===== src/rtl/req_arbiter3_pkg.sv =====
`default_nettype none
// ============================================================================
// Package : arb_pkg
// Brief   : Shared constants, state encoding and rotation helper for the
//           three-way round-robin arbiter.
// Revision: 1.0 - initial release
// ============================================================================
package arb_pkg;

  localparam int NUM_REQ = 3;
  localparam int TO_W    = 8;

  localparam logic [1:0] ST_IDLE    = 2'b00;
  localparam logic [1:0] ST_GRANT   = 2'b01;
  localparam logic [1:0] ST_RELEASE = 2'b10;

  typedef enum logic [1:0] {
    S_IDLE    = ST_IDLE,
    S_GRANT   = ST_GRANT,
    S_RELEASE = ST_RELEASE
  } arb_state_e;

  // Next requester index in the 0 -> 1 -> 2 -> 0 ring
  function automatic logic [1:0] rr_next(input logic [1:0] idx);
    return (idx >= 2'd2) ? 2'd0 : idx + 2'd1;
  endfunction

endpackage
`default_nettype wire


===== src/rtl/req_arbiter3_if.sv =====
`default_nettype none
// ============================================================================
// Interface: req_arbiter3_if
// Brief    : Request/grant bundle between three requesters and the arbiter.
//            master = requester side, slave = arbiter side.
// Revision : 1.0 - initial release
// ============================================================================
interface req_arbiter3_if;
  import arb_pkg::*;

  logic [NUM_REQ-1:0] req;
  logic [NUM_REQ-1:0] done;
  logic [NUM_REQ-1:0] gnt;
  logic [1:0]         gnt_id;
  logic               busy;
  logic               timeout_err;

  modport master (
    output req, done,
    input  gnt, gnt_id, busy, timeout_err
  );

  modport slave (
    input  req, done,
    output gnt, gnt_id, busy, timeout_err
  );

endinterface
`default_nettype wire


===== src/rtl/req_arbiter3_pick.sv =====
`default_nettype none
// ============================================================================
// Module  : rr_pick3
// Brief   : Combinational rotating-priority picker. Searches last+1, last+2,
//           last (mod 3) and returns the first requester found.
// Revision: 1.0 - initial release
// ============================================================================
module rr_pick3
  import arb_pkg::*;
(
  input  logic [NUM_REQ-1:0] req,
  input  logic [1:0]         last,
  output logic [NUM_REQ-1:0] pick,
  output logic [1:0]         pick_id,
  output logic               any
);

  logic [1:0] first_idx;
  logic [1:0] second_idx;
  logic [1:0] third_idx;

  assign first_idx  = rr_next(last);
  assign second_idx = rr_next(first_idx);
  assign third_idx  = rr_next(second_idx);
  assign any        = |req;

  // Priority search in rotated order; pick stays zero when nothing requests
  always_comb begin
    pick    = '0;
    pick_id = 2'd0;
    if (req[first_idx]) begin
      pick_id = first_idx;
    end else if (req[second_idx]) begin
      pick_id = second_idx;
    end else begin
      pick_id = third_idx;
    end
    if (any) begin
      pick = NUM_REQ'(1) << pick_id;
    end else begin
      pick_id = 2'd0;
    end
  end

endmodule
`default_nettype wire


===== src/rtl/req_arbiter3.sv =====
`default_nettype none
// ============================================================================
// Module  : req_arbiter3
// Brief   : Round-robin arbiter for one shared resource and three requesters.
//           IDLE -> GRANT (held until done/req drop) -> RELEASE (1 cycle gap).
//           Optional watchdog enabled by macro ARB_TIMEOUT_EN.
// Revision: 1.0 - initial release
// ============================================================================
module req_arbiter3
  import arb_pkg::*;
#(
  parameter int TIMEOUT = 16
) (
  input  logic             clk,
  input  logic             rst_n,
  req_arbiter3_if.slave    bus
);

  arb_state_e         state_q, state_d;
  logic [NUM_REQ-1:0] gnt_q, gnt_d;
  logic [1:0]         gnt_id_q, gnt_id_d;
  logic               busy_q, busy_d;
  logic [1:0]         last_q, last_d;

  logic [NUM_REQ-1:0] pick;
  logic [1:0]         pick_id;
  logic               any_req;
  logic               own_exit;
  logic               to_hit;

  rr_pick3 u_pick (
    .req     (bus.req),
    .last    (last_q),
    .pick    (pick),
    .pick_id (pick_id),
    .any     (any_req)
  );

  // Owner finished or withdrew its request; non-owner bits are ignored
  assign own_exit = bus.done[gnt_id_q] | ~bus.req[gnt_id_q];

`ifdef ARB_TIMEOUT_EN
  logic [TO_W-1:0] cnt_q, cnt_d;
  logic            timeout_err_q, timeout_err_d;

  // Counter is zero in the first GRANT cycle, so TIMEOUT-1 marks the last allowed cycle
  assign to_hit          = (state_q == S_GRANT) && (cnt_q == TO_W'(TIMEOUT - 1));
  assign bus.timeout_err = timeout_err_q;
`else
  logic [TO_W-1:0] unused_timeout;

  assign unused_timeout  = TO_W'(TIMEOUT);
  assign to_hit          = 1'b0;
  assign bus.timeout_err = 1'b0;
`endif

  // Next-state and next-output computation
  always_comb begin
    state_d  = state_q;
    gnt_d    = gnt_q;
    gnt_id_d = gnt_id_q;
    busy_d   = busy_q;
    last_d   = last_q;
`ifdef ARB_TIMEOUT_EN
    cnt_d         = cnt_q;
    timeout_err_d = 1'b0;
`endif
    case (state_q)
      S_IDLE: begin
        if (any_req) begin
          gnt_d    = pick;
          gnt_id_d = pick_id;
          busy_d   = 1'b1;
          state_d  = S_GRANT;
`ifdef ARB_TIMEOUT_EN
          cnt_d    = '0;
`endif
        end
      end
      S_GRANT: begin
        if (own_exit || to_hit) begin
          gnt_d    = '0;
          gnt_id_d = 2'd0;
          busy_d   = 1'b0;
          last_d   = gnt_id_q;
          state_d  = S_RELEASE;
`ifdef ARB_TIMEOUT_EN
          // A normal exit in the same cycle wins over the watchdog
          timeout_err_d = ~own_exit;
`endif
        end else begin
`ifdef ARB_TIMEOUT_EN
          cnt_d = cnt_q + TO_W'(1);
`endif
        end
      end
      S_RELEASE: begin
        state_d = S_IDLE;
      end
      default: begin
        state_d  = S_IDLE;
        gnt_d    = '0;
        gnt_id_d = 2'd0;
        busy_d   = 1'b0;
      end
    endcase
  end

  // State and output registers with synchronous active-low reset
  always_ff @(posedge clk) begin
    if (!rst_n) begin
      state_q  <= S_IDLE;
      gnt_q    <= '0;
      gnt_id_q <= 2'd0;
      busy_q   <= 1'b0;
      last_q   <= 2'd2;
    end else begin
      state_q  <= state_d;
      gnt_q    <= gnt_d;
      gnt_id_q <= gnt_id_d;
      busy_q   <= busy_d;
      last_q   <= last_d;
    end
  end

`ifdef ARB_TIMEOUT_EN
  // Watchdog hold counter and error pulse register
  always_ff @(posedge clk) begin
    if (!rst_n) begin
      cnt_q         <= '0;
      timeout_err_q <= 1'b0;
    end else begin
      cnt_q         <= cnt_d;
      timeout_err_q <= timeout_err_d;
    end
  end
`endif

  assign bus.gnt    = gnt_q;
  assign bus.gnt_id = gnt_id_q;
  assign bus.busy   = busy_q;

endmodule
`default_nettype wire


===== src/flat_wrapper.sv =====
// flat-port wrapper written by rule: the top's interface ports become plain ports
module req_arbiter3_flat import arb_pkg::*;
#(
  parameter int TIMEOUT = 16
)
  (clk, rst_n, bus_req, bus_done, bus_gnt, bus_gnt_id, bus_busy, bus_timeout_err);
  req_arbiter3_if bus_i ();
  input  logic clk;
  input  logic rst_n;
  input wire logic [$bits(bus_i.req)-1:0] bus_req;
  input wire logic [$bits(bus_i.done)-1:0] bus_done;
  output wire logic [$bits(bus_i.gnt)-1:0] bus_gnt;
  output wire logic [$bits(bus_i.gnt_id)-1:0] bus_gnt_id;
  output wire logic [$bits(bus_i.busy)-1:0] bus_busy;
  output wire logic [$bits(bus_i.timeout_err)-1:0] bus_timeout_err;
  assign bus_i.req = bus_req;
  assign bus_i.done = bus_done;
  assign bus_gnt = bus_i.gnt;
  assign bus_gnt_id = bus_i.gnt_id;
  assign bus_busy = bus_i.busy;
  assign bus_timeout_err = bus_i.timeout_err;
  req_arbiter3 #(.TIMEOUT(TIMEOUT)) u_core (.clk(clk), .rst_n(rst_n), .bus(bus_i));
endmodule

===== config.mk =====
export PLATFORM = sky130hd
export DESIGN_NAME = req_arbiter3_flat
export DESIGN_NICKNAME = d
export VERILOG_FILES = /design/src/rtl/req_arbiter3_pkg.sv /design/src/rtl/req_arbiter3_if.sv /design/src/rtl/req_arbiter3_pick.sv /design/src/rtl/req_arbiter3.sv /design/src/flat_wrapper.sv
export SDC_FILE = /design/constraint.sdc
export NUM_CORES = 1
export LEC_CHECK = 0
export CAP_MARGIN = 20
export CORE_AREA = 4 4 41 43
export CTS_BUF_LIST = sky130_fd_sc_hd__clkbuf_8
export DETAILED_ROUTE_END_ITERATION = 8
export DIE_AREA = 0 0 45 47
export HOLD_SLACK_MARGIN = 0.1
export PLACE_DENSITY = 0.68
export SLEW_MARGIN = 20
export SYNTH_ARGS = -nofsm -noshare
export SYNTH_HDL_FRONTEND = slang
export SYNTH_SLANG_ARGS = --single-unit
export TNS_END_PERCENT = 10

===== constraint.sdc =====
create_clock -name clk -period 2.8 [get_ports clk]
set_clock_uncertainty 0.15 [all_clocks]
set_input_delay 0.56 -clock clk [delete_from_list [all_inputs] [get_ports clk]]
set_output_delay 0.56 -clock clk [all_outputs]
set_load 0.005 [all_outputs]

; ---- Word-level counts from Yosys, hierarchy flattened
; Cells that the tools add are included.
[word_totals]
reg_bits = 10
inputBits = 8
out_inout_bits = 7
wordCells = 52
[classes]
addsub = 3
order_cmp = 6
n_eq_ne = 4
n_shift = 1
mux = 25
n_bitwise = 3
reduce_logical = 5
[op_table]
columns = op, count
row1 = 2-bit 2-to-1 mux, 9
row2 = 2-bit by 3-bit < comparator with 1-bit output (second input constant), 3
row3 = 3-bit case mux with 3 select lines, 1
row4 = 1-bit binary-select mux with 2-bit select, 4
row5 = 2-bit by 1-bit adder with 2-bit output (second input constant), 3
row6 = 2-bit greater-or-equal comparator (second input constant), 3
row7 = 1-bit 2-to-1 mux, 6
row8 = 3-bit 2-to-1 mux, 2
row9 = 2-bit case mux with 3 select lines, 1
row10 = 2-bit by 1-bit inequality test with 1-bit output (second input constant), 2
row11 = 2-bit case mux with 2 select lines, 1
row12 = 2-bit AND reduction, 2
row13 = 1-bit case mux with 3 select lines, 1
row14 = 3-bit AND reduction, 1
row15 = 3-bit OR reduction, 1
row16 = 1-bit by 2-bit << shifter with 3-bit output (first input constant), 1
row17 = 2-bit by 1-bit equality test with 1-bit output (second input constant), 1
row18 = 2-bit equality test (second input constant), 1
row19 = 2-bit logical NOT, 1
row20 = 1-bit inverter, 2
row21 = 1-bit OR, 1

; ---- Longest topological paths before layout
[depth]
ltp_word = 11
mapped_depth = 4
depth_no_buf = 4

; ---- Modules after synthesis
; A second synthesis with hierarchy kept.
[hier_totals]
cells_unflattened = 61
area_unflattened_um2 = 568.0
[by_module_without_submodules]
columns = module, n_inst, cells_per_inst, area_each_um2, seq_area_each_um2
row1 = req_arbiter3, 1, 51, 490.5, 200.2
row2 = rr_pick3, 1, 10, 77.6, 0.0

; ---- Worst setup path after synthesis
; Ideal clock, no wire load.
[synth_timing]
path_kind = input -> register
from = input bus_done[1]
to = register u_core.state_q[0]
setup_time_ns = 0.103
arrival_time_ns = 1.373
path_slack_ns = 1.174
stages = 4
n_path_buf = 0
path_cell_list = nand2b_1 a22oi_4 nand2_2 a2111oi_2
[synth_between]
elab_chain_cells = 5
[synth_rtl]
columns = element, line_no
row1 = from (decl), flat_wrapper.sv:11  ; input wire logic [$bits(bus_i.done)-1:0] bus_done;
row2 = 1-bit binary-select mux with 2-bit select, req_arbiter3.sv:40  ; assign own_exit = bus.done[gnt_id_q] | ~bus.req[gnt_id_q];
row3 = 1-bit 2-to-1 mux (not written as such), req_arbiter3.sv:40
row4 = 1-bit OR, req_arbiter3.sv:40
row5 = 2-bit by 1-bit inequality test with 1-bit output (no line), -
row6 = 2-bit AND reduction (no line), -
row7 = to (signal assigned), req_arbiter3.sv:118  ; state_q <= state_d;
row8 = to (decl), req_arbiter3.sv:19  ; arb_state_e state_q, state_d;
; No other way between the ends. The select of a mux whose other input is x is not followed.
; A chain may end at the register's enable or synchronous reset.

; ---- Worst setup path after layout
[layout_timing]
from = register u_core.gnt_id_q[0] (netlist: u_core.bus.gnt_id[0])
to = output bus_gnt_id[0]
[layout_rtl]
columns = element, line_no
row1 = from (decl), req_arbiter3.sv:21  ; logic [1:0] gnt_id_q, gnt_id_d;
row2 = from (signal assigned), req_arbiter3.sv:120  ; gnt_id_q <= gnt_id_d;
row3 = to (decl), flat_wrapper.sv:13  ; output wire logic [$bits(bus_i.gnt_id)-1:0] bus_gnt_id;
; No word-level cell between the ends.

==> flow_summary_export.csv <==
group,metric,value,unit
status,status,"complete, no violations",
global_routing,grt_pass1_vias,461,
power_and_ir_drop,switching_share,26.1,%
cts,clock_path_buffers,2,
hold_path,hp-class,"flop to flop",
cts,clock_sinks,10,
place,dpl.hpwl,908,um
cts,clkLatencyLatePin,0.24,ns
route,ant_nets,0,
setup_path,required,2.09,ns
power_and_ir_drop,p_switching,0.115,mW
route,totalWireLength,1180,um
setup_path,critPathBufInv,1,
logic_synthesis,synth_top_area_share,37.5,%
floorplanning,die_w,45,um
global_routing,grtUsageTotal,12.6,%
cts,cts_tree,"built",
power_and_ir_drop,pwr-share-comb,20.4,%
logic_synthesis,syn-num-nets,69,
global_routing,overflow,0,
hold_path,hold_path_depth,2,
logic_synthesis,avgSynthCellArea,8.76,um2
sta,grt_setup_unrepaired,"false",
power_and_ir_drop,seqPwrFrac,39.1,%
final_layout,instances_no_fill,92,
global_routing,grt_max_degree,10,
final_layout,layout-drive-gt1-share,11.7,%
setup_path,crit_path_max_incr_delay,0.57,ns
final_layout,areaGrowthSynthToFinish,36.8,%
global_routing,antenna_found_initial,0,
setup_path,critical_path_depth,1,
final_layout,nNetsFinal,86,
cts,cts_buffers,3,
run,cap_violations,0,
logic_synthesis,yosysUniqueCellTypes,28,
setup_path,cpMaxStageDelayCell,"clkdlybuf4s50_1",
cts,postCtsHoldBufs,0,
sta,min_period,2.02,ns
route,drt_first_pass_iters,2,
cts,postCtsSetupBuffers,0,
setup_path,critPathCaptureType,"primary output",
setup_path,worstPathMaxFanout,6,
place,routabilityCongestion,0.790,
sta,setup_viol,0,
setup_path,path_delay_family,"buffers and inverters",
power_and_ir_drop,p_leak,0.252,nW
floorplanning,dieArea,2120,um2
final_layout,num_antenna_cells,0,
cts,cts_resized,0,
power_and_ir_drop,peakVddDrop,0.466,mV
sta,final_max_slew_viol_count,0,
setup_path,start_kind,"flop",
place,placed_cells,88,
logic_synthesis,synth.largest_area_cell,"dfxtp_1",
setup_path,cp.arrival,1.31,ns
floorplanning,die_y,47,um
cts,cts-root-buf,"clkbuf_8",
floorplanning,start_util,41.1,%
logic_synthesis,yosys_warnings,0,
route,drt_iter0_markers,7,
floorplanning,io-pin-count,15,
route,route.detailed.drc,0,
power_and_ir_drop,power.internal,0.326,mW
place,port_buffers,13,
cts,path_clk_slew,0.05,ns
logic_synthesis,synth_area_leaders,"dfxtp_1 (37%), nand4_1 (4.7%), nor2_1 (4.2%)",
sta,clock.fmax,495,MHz
setup_path,reg2regPathDepth,4,
floorplanning,std_cell_rows,13,
logic_synthesis,synth-seq-cells,10,
sta,hold_viol,0,
logic_synthesis,yosysSeqAreaShare,37.5,%
setup_path,path_class,"flop to primary output",
power_and_ir_drop,clkPwrFrac,40.5,%
global_routing,grt_pass1_wl,1880,um
power_and_ir_drop,p_per_area,605,nW/um2
final_layout,n_fill_cell,130,
logic_synthesis,syn_area,534,um2
route,vias_per_cell,5.46,
route,wire_per_inst,12.8,um
sta,period_share,72.2,%
setup_path,path_cells,"clkdlybuf4s50_1",
floorplanning,coreArea,1300,um2
cts,htreeDepth,1,
logic_synthesis,synth_cells,61,
route,num_vias,502,
sta,setup_tns,0,ns
[path summary, 6_finish.rpt]
path / slack (ns) / start / endpoint
hold / removal: 0.33 / u_core.bus.gnt[1]$_SDFFE_PN0P_ / u_core.bus.gnt[1]$_SDFFE_PN0P_
hold reg to reg: 0.33 / u_core.bus.gnt[1]$_SDFFE_PN0P_ / u_core.bus.gnt[1]$_SDFFE_PN0P_
setup reg to reg: 1.19 / u_core.state_q[0]$_SDFFE_PN0P_ / u_core.last_q[0]$_SDFFE_PN0P_
setup / recovery: 0.78 / u_core.bus.gnt_id[0]$_SDFFE_PN0P_ / bus_gnt_id[0]
[cell usage after synthesis]
library cell	number
nand4b_1	1
a31oi_1	3
o211ai_1	1
nand3_1	4
nand4_1	4
inv_1	4
nor2b_1	3
clkinv_1	1
o21ai_1	1
nand2b_1	3
a32oi_1	1
a21oi_1	1
o22ai_1	2
dfxtp_1	10
o31ai_1	2
conb_1	1
a21boi_1	1
nor2_1	6
and2_1	1
or3_1	1
nand2_1	2
mux2i_1	2
o31ai_4	1
a2111oi_2	1
buf_4	1
nand2_2	1
nor2_2	1
a22oi_4	1
[registers in the layout, summed over array words and instances (netlist names)]
signal / cells
u_core.bus.gnt_id: 2
u_core.bus.gnt: 3
u_core.last_q: 2
u_core.state_q: 2
u_core.bus.busy: 1
[layer usage]
metal | global-route usage, % | wire (um)
met5 | 0 | 0
met3 | 4.60 | 90
met2 | 18.1 | 507
met4 | 9.36 | 10
met1 | 15.3 | 567
[layout by cell type (no fill, tap or decap), drive strengths merged]
master and n:
conb 1, nand3 4, o21ai 1, o22ai 2
clkdlybuf4s50 13, nor2b 3, or3 1, mux2i 2
dfxtp 10, inv 4, nand4 4, o211ai 1
a2111oi 1, nor2 7, a21oi 1, nand2 3
a31oi 3, clkbuf 4, nand2b 3, and2 1
nand4b 1, o31ai 3, clkinv 1, a21boi 1
a32oi 1, a22oi 1
[metrics by stage]
step / total power, mW / setup WS (ns) / cell area [um2] / util (%) / hold slack (ns)
floorplan: 0.227 / 1.17 / 534 / - / 0.298
finish: 0.442 / 0.778 / 731 / 56.2 / 0.330
global placement: 0.264 / 0.545 / 676 / 51.9 / 0.317
global route: 0.463 / 0.717 / 731 / 56.2 / 0.342
CTS: 0.445 / 0.763 / 731 / 56.2 / 0.328
detailed placement: 0.265 / 0.544 / 676 / 51.9 / 0.318
[kinds of logic after synthesis]
group                  Yosys count  share of synthesized area [%]
AO/OA/AOI/OAI                   15                           25.8
buffers and inverters            6                           4.92
flip-flops                      10                           37.5
multiplexers                     2                           3.75
other                            1                          0.702
AND/OR/NAND/NOR                 27                           27.4
[power groups by stage]
| stage | clock, mW | combinational, mW | sequential (mW) |
|---|---|---|---|
| 3_5_place_dp | 0 | 0.0895 | 0.176 |
| 5_1_grt | 0.190 | 0.0984 | 0.175 |
| 2_1_floorplan | 0 | 0.0538 | 0.173 |
| 3_3_place_gp | 0 | 0.0886 | 0.175 |
| 6_report | 0.179 | 0.0901 | 0.173 |
| 4_1_cts | 0.182 | 0.0898 | 0.173 |
[final cells by class]
type                            instances  area, um2  area share, %
Clock buffer                            4       55.1           7.53
Inverter                                5       18.8           2.57
Timing Repair Buffer                   13        130           17.8
Multi-Input combinational cell         45        308           42.1
Tap cell                               15       18.8           2.57
Sequential cell                        10        200           27.4
Note: power is estimated with default switching activity, not from simulation.
